File: src/rtl/aes_pkg.sv
// rtl/aes_pkg.sv - shared AES types and MixColumns constants
package aes_pkg;

    typedef enum logic [1:0] {
        ST_IDLE    = 2'd0,
        ST_COMPUTE = 2'd1,
        ST_DONE    = 2'd2
    } mix_state_t;

    localparam int STEP_W = 4;

    localparam logic [7:0] FWD_COEF [4] = '{8'h02, 8'h03, 8'h01, 8'h01};
    localparam logic [7:0] INV_COEF [4] = '{8'h0e, 8'h0b, 8'h0d, 8'h09};

    function automatic logic [7:0] coef_for(input logic inv, input logic [1:0] idx);
        return inv ? INV_COEF[idx] : FWD_COEF[idx];
    endfunction

endpackage

File: src/rtl/MultiplierGF.sv
// rtl/MultiplierGF.sv - combinational GF(2^8) byte times factor, AES polynomial 0x11b
module MultiplierGF (
    input  logic [7:0] inputNum,
    input  logic [7:0] factor,
    output logic [7:0] result
);

    logic [7:0] partial;

    // Shift-and-add: partial walks through inputNum * x^b, reduced each step.
    always_comb begin
        result  = 8'h00;
        partial = inputNum;
        for (int b = 0; b < 8; b++) begin
            if (factor[b]) begin
                result = result ^ partial;
            end
            partial = {partial[6:0], 1'b0} ^ (partial[7] ? 8'h1b : 8'h00);
        end
    end

endmodule

File: src/rtl/mix_column_sequencer.sv
// rtl/mix_column_sequencer.sv - serial (Inv)MixColumns over one column, one product per cycle
module mix_column_sequencer
    import aes_pkg::*;
#(
    parameter logic BYPASS_ONE = 1'b1
) (
    input  logic        clk,
    input  logic        rst_n,
    input  logic        in_valid,
    output logic        in_ready,
    input  logic [31:0] in_column,
    input  logic        inverse,
    output logic        out_valid,
    input  logic        out_ready,
    output logic [31:0] out_column,
    output logic        busy
);

    mix_state_t        state;
    mix_state_t        state_next;
    logic [STEP_W-1:0] step;
    logic [7:0]        acc;
    logic [7:0]        acc_next;
    logic [31:0]       col_q;
    logic              mode_q;
    logic [23:0]       res_hi;
    logic [31:0]       out_q;

    logic [1:0]        k;
    logic [1:0]        i;
    logic [1:0]        cidx;
    logic [7:0]        s_k;
    logic [7:0]        coef;
    logic [7:0]        mult_result;
    logic [7:0]        product;
    logic              accept;

    assign k      = step[1:0];
    assign i      = step[3:2];
    assign cidx   = k - i;
    assign accept = (state == ST_IDLE) && in_valid;

    always_comb begin
        s_k = 8'h00;
        case (k)
            2'd0:    s_k = col_q[31:24];
            2'd1:    s_k = col_q[23:16];
            2'd2:    s_k = col_q[15:8];
            default: s_k = col_q[7:0];
        endcase
    end

    assign coef = coef_for(mode_q, cidx);

    MultiplierGF u_mult (
        .inputNum (s_k),
        .factor   (coef),
        .result   (mult_result)
    );

    assign product  = ((BYPASS_ONE != 1'b0) && (coef == 8'h01)) ? s_k : mult_result;
    assign acc_next = acc ^ product;

    always_comb begin
        state_next = state;
        case (state)
            ST_IDLE:    if (in_valid) state_next = ST_COMPUTE;
            ST_COMPUTE: if (step == 4'd15) state_next = ST_DONE;
            ST_DONE:    if (out_ready) state_next = ST_IDLE;
            default:    state_next = ST_IDLE;
        endcase
    end

    always_ff @(posedge clk or negedge rst_n) begin
        if (!rst_n) begin
            state <= ST_IDLE;
        end else begin
            state <= state_next;
        end
    end

    // r0..r2 collect in res_hi; r3 completes the column and publishes it at once,
    // so out_column never shows a half-built result.
    always_ff @(posedge clk or negedge rst_n) begin
        if (!rst_n) begin
            step   <= '0;
            acc    <= 8'h00;
            col_q  <= 32'h0;
            mode_q <= 1'b0;
            res_hi <= 24'h0;
            out_q  <= 32'h0;
        end else if (accept) begin
            step   <= '0;
            acc    <= 8'h00;
            col_q  <= in_column;
            mode_q <= inverse;
        end else if (state == ST_COMPUTE) begin
            step <= step + 4'd1;
            if (k == 2'd3) begin
                acc <= 8'h00;
                case (i)
                    2'd0:    res_hi[23:16] <= acc_next;
                    2'd1:    res_hi[15:8]  <= acc_next;
                    2'd2:    res_hi[7:0]   <= acc_next;
                    default: out_q         <= {res_hi, acc_next};
                endcase
            end else begin
                acc <= acc_next;
            end
        end
    end

    assign in_ready   = (state == ST_IDLE);
    assign busy       = (state != ST_IDLE);
    assign out_valid  = (state == ST_DONE);
    assign out_column = out_q;

endmodule

File: config.mk
export PLATFORM = sky130hd
export DESIGN_NAME = mix_column_sequencer
export DESIGN_NICKNAME = d
export VERILOG_FILES = /design/src/rtl/aes_pkg.sv /design/src/rtl/MultiplierGF.sv /design/src/rtl/mix_column_sequencer.sv
export SDC_FILE = /design/constraint.sdc
export NUM_CORES = 1
export LEC_CHECK = 0
export CAP_MARGIN = 20
export CORE_MARGIN = 3
export CORE_UTILIZATION = 44
export DETAILED_ROUTE_END_ITERATION = 16
export PLACE_DENSITY = 0.66
export SETUP_SLACK_MARGIN = 0.05
export SLEW_MARGIN = 5
export SYNTH_ARGS = -nofsm -noshare
export SYNTH_HDL_FRONTEND = slang
export SYNTH_SLANG_ARGS = --single-unit
File: constraint.sdc
create_clock -name clk -period 4 [get_ports clk]
set_clock_uncertainty 0.05 [all_clocks]
set_input_delay 0.6 -clock clk [delete_from_list [all_inputs] [get_ports clk]]
set_output_delay 0.6 -clock clk [all_outputs]
set_load 0.01 [all_outputs]
Word level (Yosys, flattened, before mapping)
Index checks and enable logic that the tools add are counted.
{"block": "classes", "addsub": 2, "mul": 0, "div_mod_pow": 0, "n_lt_le_gt_ge": 1, "eq_ne": 12, "n_shift": 0, "muxes": 33, "bitwise": 18, "reduce_logical": 12}
{"cell": "2-to-1 mux 8 bit", "count": 17}
{"cell": "XOR 8 bit", "count": 15}
{"cell": "2-to-1 mux 5 bit", "count": 7}
{"cell": "binary-select mux 8 bit (select 2 bit)", "count": 2}
{"cell": "one-hot mux 8 bit (3 select lines)", "count": 1}
{"cell": "AND reduction 4 bit", "count": 4}
{"cell": "== test 2 bit (second input constant)", "count": 4}
{"cell": "== test 8 x 1 -> 1 bit (second input constant)", "count": 1}
{"cell": "2-to-1 mux 4 bit", "count": 2}
{"cell": "== test 2 x 1 -> 1 bit (second input constant)", "count": 3}
{"cell": "logical NOT 2 bit", "count": 3}
{"cell": "2-to-1 mux 2 bit", "count": 3}
{"cell": "one-hot mux 2 bit (3 select lines)", "count": 1}
{"cell": "adder 4 x 1 -> 4 bit (second input constant)", "count": 1}
{"cell": "== test 4 bit (second input constant)", "count": 1}
{"cell": "!= test 2 bit (second input constant)", "count": 2}
{"cell": "nonzero test 2 bit", "count": 2}
{"cell": "greater-or-equal comparator 3 bit (second input constant)", "count": 1}
{"cell": "inverter 2 -> 3 bit", "count": 1}
{"cell": "AND reduction 3 bit", "count": 1}
{"cell": "OR reduction 3 bit", "count": 1}
{"cell": "!= test 2 x 1 -> 1 bit (second input constant)", "count": 1}
{"cell": "inverter 1 bit", "count": 2}
{"cell": "subtractor 2 bit", "count": 1}
{"cell": "logical AND 1 bit", "count": 1}
{"block": "totals", "regBits": 103, "latch_bits": 0, "mem_bits_rw": 0, "romBits": 0, "inputBits": 37, "output_inout_bits": 35, "wordCells": 87, "n_memories": 0}

Logic depth before layout (Yosys ltp)
Gate-level depths: netlist (run 1).
{"block": "logic_depth", "ltp_word": 26, "mapped_depth": 13, "mapped_depth_nobuf": 10}

Cells and area by module
Synthesis (run 1) repeated with hierarchy kept, for this count alone.
{"block": "hier_totals", "hier_cells": 595, "area_unflattened_um2": 5854.4}
{"module": "mix_column_sequencer", "n_inst": 1, "cells_each": 418, "area_each_um2": 4534.3, "seq_area_each_um2": 2577.5}
{"module": "MultiplierGF", "n_inst": 1, "cells_each": 177, "area_each_um2": 1320.0, "seq_area_each_um2": 0.0}

Least setup slack after synthesis (run 1)
No wires, ideal clock.
{"block": "synth_path", "path_type": "reg-to-reg", "startpoint": "reg step[0]", "endpoint": "reg out_q[1], in the netlist out_column[1]", "t_arrival_ns": 2.725, "t_required_ns": 3.825, "setup_slack_ns": 1.100, "stages_incl_launch_ff": 12, "path_buffers": 1, "path_cell_list": "dfrtp_1 inv_1 ha_1 buf_4 a222oi_1 a21oi_2 xor2_1 mux2_4 a221o_1 o211ai_2 xor2_2 mux2_2"}
{"block": "synth_via", "elab_chain_cells": 23, "word_cells_on_any_way": 47, "cone_classes": "add/sub (1); eq/ne (4); mux (24); bitwise (16); reduce/logical (2)"}
{"element": "from (decl)", "line": "mix_column_sequencer.sv:21", "source": "logic [STEP_W-1:0] step;"}
{"element": "from (signal assigned)", "line": "mix_column_sequencer.sv:98", "source": "step <= step + 4'd1;"}
{"element": "subtractor 2 bit", "line": "mix_column_sequencer.sv:40", "source": "assign cidx = k - i;"}
{"element": "inverter 2 -> 3 bit (implied by the code)", "line": "aes_pkg.sv:16", "source": "return inv ? INV_COEF[idx] : FWD_COEF[idx];"}
{"element": "binary-select mux 8 bit (select 2 bit)", "line": "aes_pkg.sv:16"}
{"element": "2-to-1 mux 8 bit (implied by the code) (2 in a row)", "line": "aes_pkg.sv:16"}
{"element": "2-to-1 mux 8 bit", "line": "aes_pkg.sv:16"}
{"element": "2-to-1 mux 8 bit", "line": "MultiplierGF.sv:15", "source": "if (factor[b]) begin"}
{"element": "XOR 8 bit", "line": "MultiplierGF.sv:16", "source": "result = result ^ partial;"}
{"element": "2-to-1 mux 8 bit", "line": "MultiplierGF.sv:15"}
{"element": "(+6 left out)"}
{"element": "XOR 8 bit", "line": "MultiplierGF.sv:16"}
{"element": "2-to-1 mux 8 bit", "line": "MultiplierGF.sv:15"}
{"element": "XOR 8 bit", "line": "MultiplierGF.sv:16"}
{"element": "2-to-1 mux 8 bit", "line": "MultiplierGF.sv:15"}
{"element": "XOR 8 bit", "line": "MultiplierGF.sv:16"}
{"element": "2-to-1 mux 8 bit", "line": "MultiplierGF.sv:15"}
{"element": "2-to-1 mux 8 bit", "line": "mix_column_sequencer.sv:61", "source": "assign product = ((BYPASS_ONE != 1'b0) && (coef == 8'h01)) ? s_k : mult_result;"}
{"element": "XOR 8 bit", "line": "mix_column_sequencer.sv:62", "source": "assign acc_next = acc ^ product;"}
{"element": "to (signal assigned)", "line": "mix_column_sequencer.sv:105", "source": "default: out_q <= {res_hi, acc_next};"}
{"element": "to (decl)", "line": "mix_column_sequencer.sv:27", "source": "logic [31:0] out_q;"}
Several ways; a longest one is shown, not always the timed one. The select of a mux whose other input is x is not followed.
A chain may end at the register's enable or synchronous reset.

Worst setup path after layout (run 1)
{"block": "layout_path", "startpoint": "reg step[0]", "endpoint": "reg acc[5]"}
{"block": "layout_via", "elab_chain_cells": 26, "word_cells_on_any_way": 48, "cone_classes": "add/sub (1); eq/ne (4); mux (26); bitwise (16); reduce/logical (1)"}
{"element": "subtractor 2 bit", "line": "mix_column_sequencer.sv:40"}
{"element": "inverter 2 -> 3 bit (implied by the code)", "line": "aes_pkg.sv:16"}
{"element": "binary-select mux 8 bit (select 2 bit)", "line": "aes_pkg.sv:16"}
{"element": "2-to-1 mux 8 bit (implied by the code) (2 in a row)", "line": "aes_pkg.sv:16"}
{"element": "2-to-1 mux 8 bit", "line": "aes_pkg.sv:16"}
{"element": "2-to-1 mux 8 bit", "line": "MultiplierGF.sv:15"}
{"element": "XOR 8 bit", "line": "MultiplierGF.sv:16"}
{"element": "2-to-1 mux 8 bit", "line": "MultiplierGF.sv:15"}
{"element": "(+9 left out)"}
{"element": "2-to-1 mux 8 bit", "line": "MultiplierGF.sv:15"}
{"element": "XOR 8 bit", "line": "MultiplierGF.sv:16"}
{"element": "2-to-1 mux 8 bit", "line": "MultiplierGF.sv:15"}
{"element": "2-to-1 mux 8 bit", "line": "mix_column_sequencer.sv:61"}
{"element": "XOR 8 bit", "line": "mix_column_sequencer.sv:62"}
{"element": "2-to-1 mux 8 bit *", "line": "mix_column_sequencer.sv:99", "source": "if (k == 2'd3) begin"}
{"element": "2-to-1 mux 8 bit *", "line": "mix_column_sequencer.sv:97", "source": "end else if (state == ST_COMPUTE) begin"}
{"element": "2-to-1 mux 8 bit *", "line": "mix_column_sequencer.sv:92", "source": "end else if (accept) begin"}
{"element": "to (signal assigned)", "line": "mix_column_sequencer.sv:108", "source": "acc <= acc_next;"}
{"element": "to (decl)", "line": "mix_column_sequencer.sv:22", "source": "logic [7:0] acc;"}
Mark *: on every way between the ends. The rest lies on a longest branch, timed or not. The select of a mux whose other input is x is not followed.

==> results by stage, run 1 <==
Floorplan:
- Measured along the y axis, the die boundary spans 120 um.
- The total number of placement rows is 40.
- The overall die area is 14,300 um2.
- The core area is 12,300 um2.
- Measured along the x axis, the die boundary spans 120 um.
- The initial utilization of the core area, before any placement, comes to 0.462.
- For this design the top-level I/O count stands at 72.

Clock tree:
- The number of levels the H-tree was split into is 3.
- TritonCTS built the clock tree.
- The tree is rooted in a sky130_fd_sc_hd__clkbuf_16.
- Post-CTS timing repair inserted 0 buffers for setup.
- The number of gates resized after CTS is 0.
- Clock-pin slew was measured on the worst setup and hold paths at 0.07 ns.
- Clock latency on the worst-skew pair, taken at its later pin, is 0.35 ns.
- The clock net in this run drives a total of 103 sinks.
- The count of hold-fix buffers inserted at cts is 0.
- The total CTS buffers is 9.
- The maximum count of clock buffers along a single path is 2.

Worst setup path:
- For this design, the slowest cell found on the critical path is sky130_fd_sc_hd__xnor2_2.
- The critical path goes through inv_1, ha_1, a222oi_1, a21oi_2, xnor2_2, xnor2_1, nor4_1, nor3_1, a211o_1.
- The critical path buffer and inverter count is 1.
- The critical path's top delay family is compound AO/OA/AOI/OAI gates.
- In this run the worst path has a maximum fanout of 13.
- For this run, the slowest stage of the critical path takes 0.57 ns.
- The data arrival time at the worst-slack endpoint is 3.72 ns.
- STA classifies the critical path startpoint as a flop.
- For the worst setup path, the data required time is 4.19 ns.
- The sort of element at the end of the critical path is a flop.
- The worst setup path is of the flop to flop kind.

STA:
- The share of the cycle needed by the critical path after routing is 0.882.
- The normalized max-slew margin is 0.462.
- The final setup violation count is 0.
- Once routing completed, OpenROAD measured the worst setup slack at 0.473 ns.
- The final count of hold timing violations is 0.
- Setup repair after global routing left no endpoint under its margin.
- The maximum operating frequency is 284 MHz.
- The number of max-slew violations in the final report is 0.
- For the finished layout, the period the worst path requires is 3.53 ns.
- For the pin with the worst max-slew slack, the measured transition is 0.807 ns.
- For the final routed database, the setup TNS stands at 0 ns.

Detailed routing:
- After detailed routing, the total wire length is 13,800 um.
- After the first detailed-routing iteration, the DRC count stood at 330.
- Summing over every cut layer, the via total after detailed routing is 4,572.
- The first detailed-routing pass ran for 5 iterations.
- Using the TritonRoute via totals, the vias-per-cell ratio works out to 5.52.
- The number of nets with antenna violations after detailed routing is 0.
- After detailed routing, the average wire length per cell comes to 16.7 um.
- The number of remaining DRC errors is 0.

Global route:
- The global router's overall resource usage is 0.201.
- Summed over all layers, the global routing overflow is 0.
- The maximum number of pins on one net before global-route repair is 42.
- The first global-routing pass estimated 23,000 um of wire.
- The number of global-route vias before repair was 4,443.
- The number of antenna violations at the first check in global routing is 0.

Finish:
- The area of all placed cells without fillers is 6790 um2.
- The repair_antennas step left the layout with diodes totalling 0.
- From synthesis to final layout, the design area changed by 19.4%.
- The number of fill cells in the layout is 1,167.
- The net count reported at finish is 698.
- Of the cells placed in the final design, the portion with a size suffix greater than 1 is 0.136.
- The library cell used most frequently in the layout, excluding fill and tap cells, is sky130_fd_sc_hd__nand2_1.
- The library cells used most frequently in the layout, excluding fill and tap cells, are sky130_fd_sc_hd__nand2_1, sky130_fd_sc_hd__dfrtp_1, sky130_fd_sc_hd__clkdlybuf4s50_1.
- The finished layout holds 829 standard cells, fillers aside.

Logic synthesis:
- The simple-gate share of the synthesized area is 0.190.
- The fraction of the yosys area taken by sequential cells is 0.453.
- The synthesized-area fraction occupied by ao, oa, aoi and oai cells was 0.150.
- The count of warnings emitted by yosys is 0.
- The adder-cell share of the synthesized area is 0.0110.
- In this run, synthesis inferred 0 flip-flops with an integrated enable.
- Counting distinct cell types in the post-synthesis netlist gives 67.
- The synthesized netlist occupies a cell area of 5690 um2.
- The post-synthesis instance total is 604.
- The number of synthesized register bits is 103.
- The dominant register cell in the synthesized netlist is sky130_fd_sc_hd__dfrtp_1.
- Measured against the total synthesized area, the mux share comes to 0.0906.
- Dividing the synthesized area by the synthesized cell count gives 9.42 um2.
- The share of flip-flops with an asynchronous set or reset is 1.00.
- The synthesized net count is 646.
- Of the total synthesized cell area, the portion taken by XOR and XNOR cells is 0.0585.
- After synthesis, the largest family of logic cells by area is simple AND/OR/NAND/NOR gates.

Placed design:
- The placed instance count is 813.
- The count of buffers added on input and output ports is 71.
- The global placer's final weighted congestion is 0.900.
- Before CTS, the worst setup slack after placement is 0.511 ns.
- The HPWL reported at the end of detailed placement is 10,200 um.
- The post-placement cell area is 6520 um2.

Job:
- The max-cap violation count is 0.

Run status:
- The run finished with clean final reports.

Min path:
- The class of the most critical hold timing path is primary input to asynchronous set/reset pin.
## layout make-up
cell class	instances	area, um2	share of cell area
Multi-Input combinational cell	442	2850	0.419
Sequential cell	103	2580	0.379
Timing Repair Buffer	88	836	0.123
Clock buffer	11	243	0.0357
Tap cell	168	210	0.0309
Inverter	12	45.0	0.00663
Clock inverter	5	33.8	0.00497
## kinds of logic after synthesis
| kind of cell | count (synthesis) |
|---|---|
| AND/OR/NAND/NOR | 243 |
| AO/OA/AOI/OAI | 115 |
| flip-flops | 103 |
| buffers and inverters | 59 |
| multiplexers | 46 |
| XOR/XNOR | 33 |
| adder cells (fa/ha/maj) | 5 |
## synthesized netlist by cell type, drive strengths merged, types with 3 or more instances
cell type | count | area (um2)
nand2 | 129 | 484
dfrtp | 103 | 2580
mux2 | 41 | 465
o21ai | 34 | 174
nor2 | 30 | 113
nor3 | 29 | 145
buf | 26 | 141
xnor2 | 24 | 218
clkbuf | 21 | 78.8
a21oi | 17 | 96.4
nand3 | 13 | 65.1
inv | 12 | 45.0
nor2b | 9 | 56.3
and2 | 8 | 50.1
o211ai | 8 | 70.1
xor2 | 7 | 68.8
a211oi | 6 | 45.0
nand4 | 6 | 37.5
nor4 | 6 | 37.5
a222oi | 5 | 50.1
ha | 5 | 62.6
mux2i | 5 | 50.1
a211o | 4 | 35.0
a22oi | 4 | 35.0
nand2b | 4 | 25.0
o2bb2ai | 4 | 35.0
or3 | 4 | 25.0
a31oi | 3 | 18.8
o2111ai | 3 | 26.3
o31ai | 3 | 22.5
## registers in the layout (all words and copies together), names as in the netlist
register	flops
acc	8
col_q	32
mode_q	1
out_column	32
res_hi	24
state	2
step	4
## metrics by stage
| step | hold WS, ns | utilization |
|---|---|---|
| final | 0.119 | 0.552 |
| after global routing | 0.138 | 0.552 |
| after CTS | 0.127 | 0.552 |
| after detailed placement | 0.403 | 0.529 |
| after global placement | 0.403 | 0.529 |
| after floorplan | 0.254 | - |
## final timing paths
| kind | to | slack [ns] | cells after the start | startpoint |
|---|---|---|---|---|
| setup / recovery | acc[5]$_DFFE_PN0P_ | 0.47 | 9 | step[0]$_DFFE_PN0P_ |
| hold reg to reg | out_column[14]$_DFFE_PN0P_ | 0.42 | 2 | res_hi[6]$_DFFE_PN0P_ |
| hold / removal | state[0]$_DFFE_PN0P_ | 0.12 | 1 | rst_n |
| min in group clk | out_column[14]$_DFFE_PN0P_ | 0.42 | 2 | res_hi[6]$_DFFE_PN0P_ |
| max in group asynchronous | col_q[6]$_DFFE_PN0P_ | 2.96 | 2 | rst_n |
| setup reg to reg | acc[5]$_DFFE_PN0P_ | 0.47 | 9 | step[0]$_DFFE_PN0P_ |
## per-layer routing
metal | up-vias | GRT usage | routed length [um]
met5 | - | 0 | 0
met4 | 0 | 0.0551 | 185
met3 | 18 | 0.0429 | 706
met2 | 117 | 0.321 | 6580
met1 | 2213 | 0.279 | 6350
li1 | 2224 | - | -
Power of run 1 is not shown: default switching activity piles up to over one toggle a cycle in this logic, so the estimate is an artifact.
==> inputs of run 2 (changes only) <==
--- a/config.mk
+++ b/config.mk
@@ -9,7 +9,8 @@
 export CORE_MARGIN = 3
 export CORE_UTILIZATION = 44
 export DETAILED_ROUTE_END_ITERATION = 16
-export PLACE_DENSITY = 0.66
+export DONT_BUFFER_PORTS = 1
+export PLACE_DENSITY = 0.59
 export SETUP_SLACK_MARGIN = 0.05
 export SLEW_MARGIN = 5
 export SYNTH_ARGS = -nofsm -noshare
==> run 2 against run 1 <==
Compared with the run above:
- sequential share of layout area is 4.2 points higher
- register-to-register slack about the same
- fmax shrank 0.41%
- cell area fell by 9.9%
- global-route usage shrank 0.76 points
- sequential cell count unchanged
- critical path depth unchanged
- worst hold slack better by 0.024 ns
- routed wire length fell by 1.7%
- largest cell class unchanged
==> results by stage, run 2 (same netlist as run 1, synthesis figures left out) <==
Finish:
- The register area was 2580 um2 (unchanged).
- The area of the multi-input gates came to 2850 um2 (unchanged).
- The net count reported at finish is 623 (-11%).
- The number of fill cells in the layout was 1,172 (+0.43%).
- The number of antenna cells inserted is 0 (unchanged).
- The fraction of layout instances using a drive strength above 1 is 0.144 (+0.00768).
- The signed area change from the synthesized netlist to the final layout is 7.57%.
- The top cell types in the final layout, fill and taps aside, are sky130_fd_sc_hd__nand2_1, sky130_fd_sc_hd__dfrtp_1, sky130_fd_sc_hd__mux2_2.
- The most common cell after layout, fill and taps aside is sky130_fd_sc_hd__nand2_1.

Detailed routing:
- The length of the first detailed-routing pass in iterations is 7 (+2).
- The violation count after the first detailed-route iteration is 287 (-13%).
- The number of vias in the routed layout is 4,309 (-5.8%).
- The number of remaining DRC errors is 0 (unchanged).
- The detailed-route wire length was 13,600 um (-1.7%).
- The detail-routed net length per standard cell is 18.1 um (+8.4%).
- The via density per instance is 5.73 (+3.9%).
- The number of nets with antenna violations after detailed routing is 0 (unchanged).

STA:
- Setup repair after global routing left no endpoint under its margin.
- The final setup violation count was 0 (unchanged).
- The shortest clock period the worst path allows after layout is 3.54 ns (+0.0146 ns).
- The final count of hold timing violations is 0 (unchanged).
- The number of max-slew violations in the final report is 0 (unchanged).
- The maximum operating frequency is 282 MHz (-0.41%).
- The share of the cycle needed by the critical path after routing was 0.885 (+0.00366).
- The pin slew with the least headroom to its limit was 0.829 ns (+0.0219 ns).
- The normalized max-slew margin is 0.447 (-0.0146).
- The summed negative setup slack over all endpoints was 0 ns (unchanged).

Worst setup path:
- The register-to-register setup slack came to 0.46 ns (about the same).
- The largest fanout on the critical path was 13 (unchanged).
- The data arrival time at the worst-slack endpoint is 3.73 ns (about the same).
- The worst setup path is of the flop to flop kind.
- The critical path data required time is 4.18 ns (about the same).
- The worst register-to-register path ends at acc[5]$_DFFE_PN0P_.
- The depth of the most critical reg-to-reg path is 9 (unchanged).
- The worst setup path is launched from a flop.
- The start of the worst register-to-register path is step[1]$_DFFE_PN0P_.
- The sort of element at the end of the critical path is a flop.

Job:
- The max-cap violation count is 0 (unchanged).

Floorplan:
- The core area is 12,300 um2 (unchanged).
- The starting utilization of the core area is 0.462 (unchanged).
- The chip height was 120 um (unchanged).
- The total number of placement rows is 40 (unchanged).
- The number of top-level pins is 72 (unchanged).
- The horizontal die dimension was 120 um (unchanged).
- The overall die area came to 14,300 um2 (unchanged).

Clock tree:
- TritonCTS built the clock tree.
- The clock slew at the register clock pins of the worst setup and hold paths is 0.07 ns (about the same).
- The number of levels the H-tree was split into was 3 (unchanged).
- The total CTS buffers is 9 (unchanged).
- The maximum count of clock buffers along a single path is 2 (unchanged).
- The master cell of the clock root buffer is sky130_fd_sc_hd__clkbuf_16.
- The clock latency at the later pin of the worst-skew pair is 0.34 ns (about the same).
- The sink count of the clock tree came to 103 (unchanged).

Global route:
- The wire length of the first global-routing pass is 22,200 um (-3.8%).
- The number of antenna violations at the first check in global routing was 0 (unchanged).
- The number of global-route vias before repair is 4,170 (-6.1%).
- The maximum number of pins on one net before global-route repair came to 104 (+150%).
- The overflow left after global routing is 0 (unchanged).
- The global router's overall resource usage is 0.194 (-0.00762).

Min path:
- The worst hold path belongs to the class primary input to asynchronous set/reset pin.

Placed design:
- The count of buffers inserted at the top-level ports is 0 (-100%).
- The global placer's final weighted congestion is 0.834 (-7.3%).
- The HPWL reported at the end of detailed placement is 9660 um (-5.2%).

Run status:
- The run finished with clean final reports.
-- run 2: worst max path at each step --
| stage | startpoint | end | slack (ns) | cells past startpoint |
|---|---|---|---|---|
| after floorplan | step[0]$_DFFE_PN0P_ | out_column[1]$_DFFE_PN0P_ | 1.10 | 11 |
| after global placement | step[1]$_DFFE_PN0P_ | acc[5]$_DFFE_PN0P_ | 0.63 | 9 |
| after detailed placement | step[1]$_DFFE_PN0P_ | acc[5]$_DFFE_PN0P_ | 0.48 | 9 |
| after CTS | step[1]$_DFFE_PN0P_ | acc[5]$_DFFE_PN0P_ | 0.45 | 9 |
| after global routing | step[1]$_DFFE_PN0P_ | acc[5]$_DFFE_PN0P_ | 0.12 | 9 |
| final | step[1]$_DFFE_PN0P_ | acc[5]$_DFFE_PN0P_ | 0.46 | 9 |
-- run 2: final cells by class --
cell class / count / share of cell area
timing repair buffer: 13 / 0.0192
multi-input combinational: 442 / 0.466
inverter: 12 / 0.00736
clock inverter: 3 / 0.0110
sequential: 103 / 0.421
clock buffer: 11 / 0.0413
tap: 168 / 0.0343
-- run 2: worst max-delay path: stages (launching register included) --
cell,delay [ns]
sky130_fd_sc_hd__dfrtp_1,0.44
sky130_fd_sc_hd__inv_1,0.12
sky130_fd_sc_hd__ha_1,0.37
sky130_fd_sc_hd__a222oi_1,0.21
sky130_fd_sc_hd__a21oi_2,0.60
sky130_fd_sc_hd__xnor2_2,0.17
sky130_fd_sc_hd__xnor2_1,0.65
sky130_fd_sc_hd__nor4_1,0.16
sky130_fd_sc_hd__o311a_1,0.39
sky130_fd_sc_hd__a211o_1,0.26
-- run 2: repair_timing --
| action | in CTS | in global routing |
|---|---|---|
| hold buffers | 1 | 0 |
| hold endpoints to repair | 103 | 0 |
| resized for setup | 0 | 0 |
| buffers inserted | 0 | 0 |
-- run 2: stage by stage --
stage                     std cells  utilization  hold WS, ns  worst slack, ns  cell area (um2)
after CTS                       752        0.497        0.158            0.448             6120
after global routing            752        0.497        0.169            0.116             6120
after floorplan                 604            -        0.254             1.10             5690
after detailed placement        737        0.469        0.259            0.485             5770
final                           752        0.497        0.143            0.458             6120
after global placement          737        0.469        0.258            0.631             5770
-- run 2: metal layers --
metal / vias up / GRT usage / part of all wire
met5: - / 0 / 0
met4: 0 / 0.0594 / 0.020
met3: 22 / 0.0443 / 0.046
met2: 119 / 0.303 / 0.47
met1: 2100 / 0.269 / 0.46
li1: 2068 / - / -
Power of run 2 is left out for the same reason.
==> inputs of run 3 (changes only) <==
--- a/config.mk
+++ b/config.mk
@@ -12,7 +12,7 @@
 export DONT_BUFFER_PORTS = 1
 export PLACE_DENSITY = 0.59
 export SETUP_SLACK_MARGIN = 0.05
-export SLEW_MARGIN = 5
+export SLEW_MARGIN = 20
 export SYNTH_ARGS = -nofsm -noshare
 export SYNTH_HDL_FRONTEND = slang
 export SYNTH_SLANG_ARGS = --single-unit
==> results of run 3 <==
The final DEF is identical to that of run 2; final timing and power are the same.
Power of run 3 is left out for the same reason.
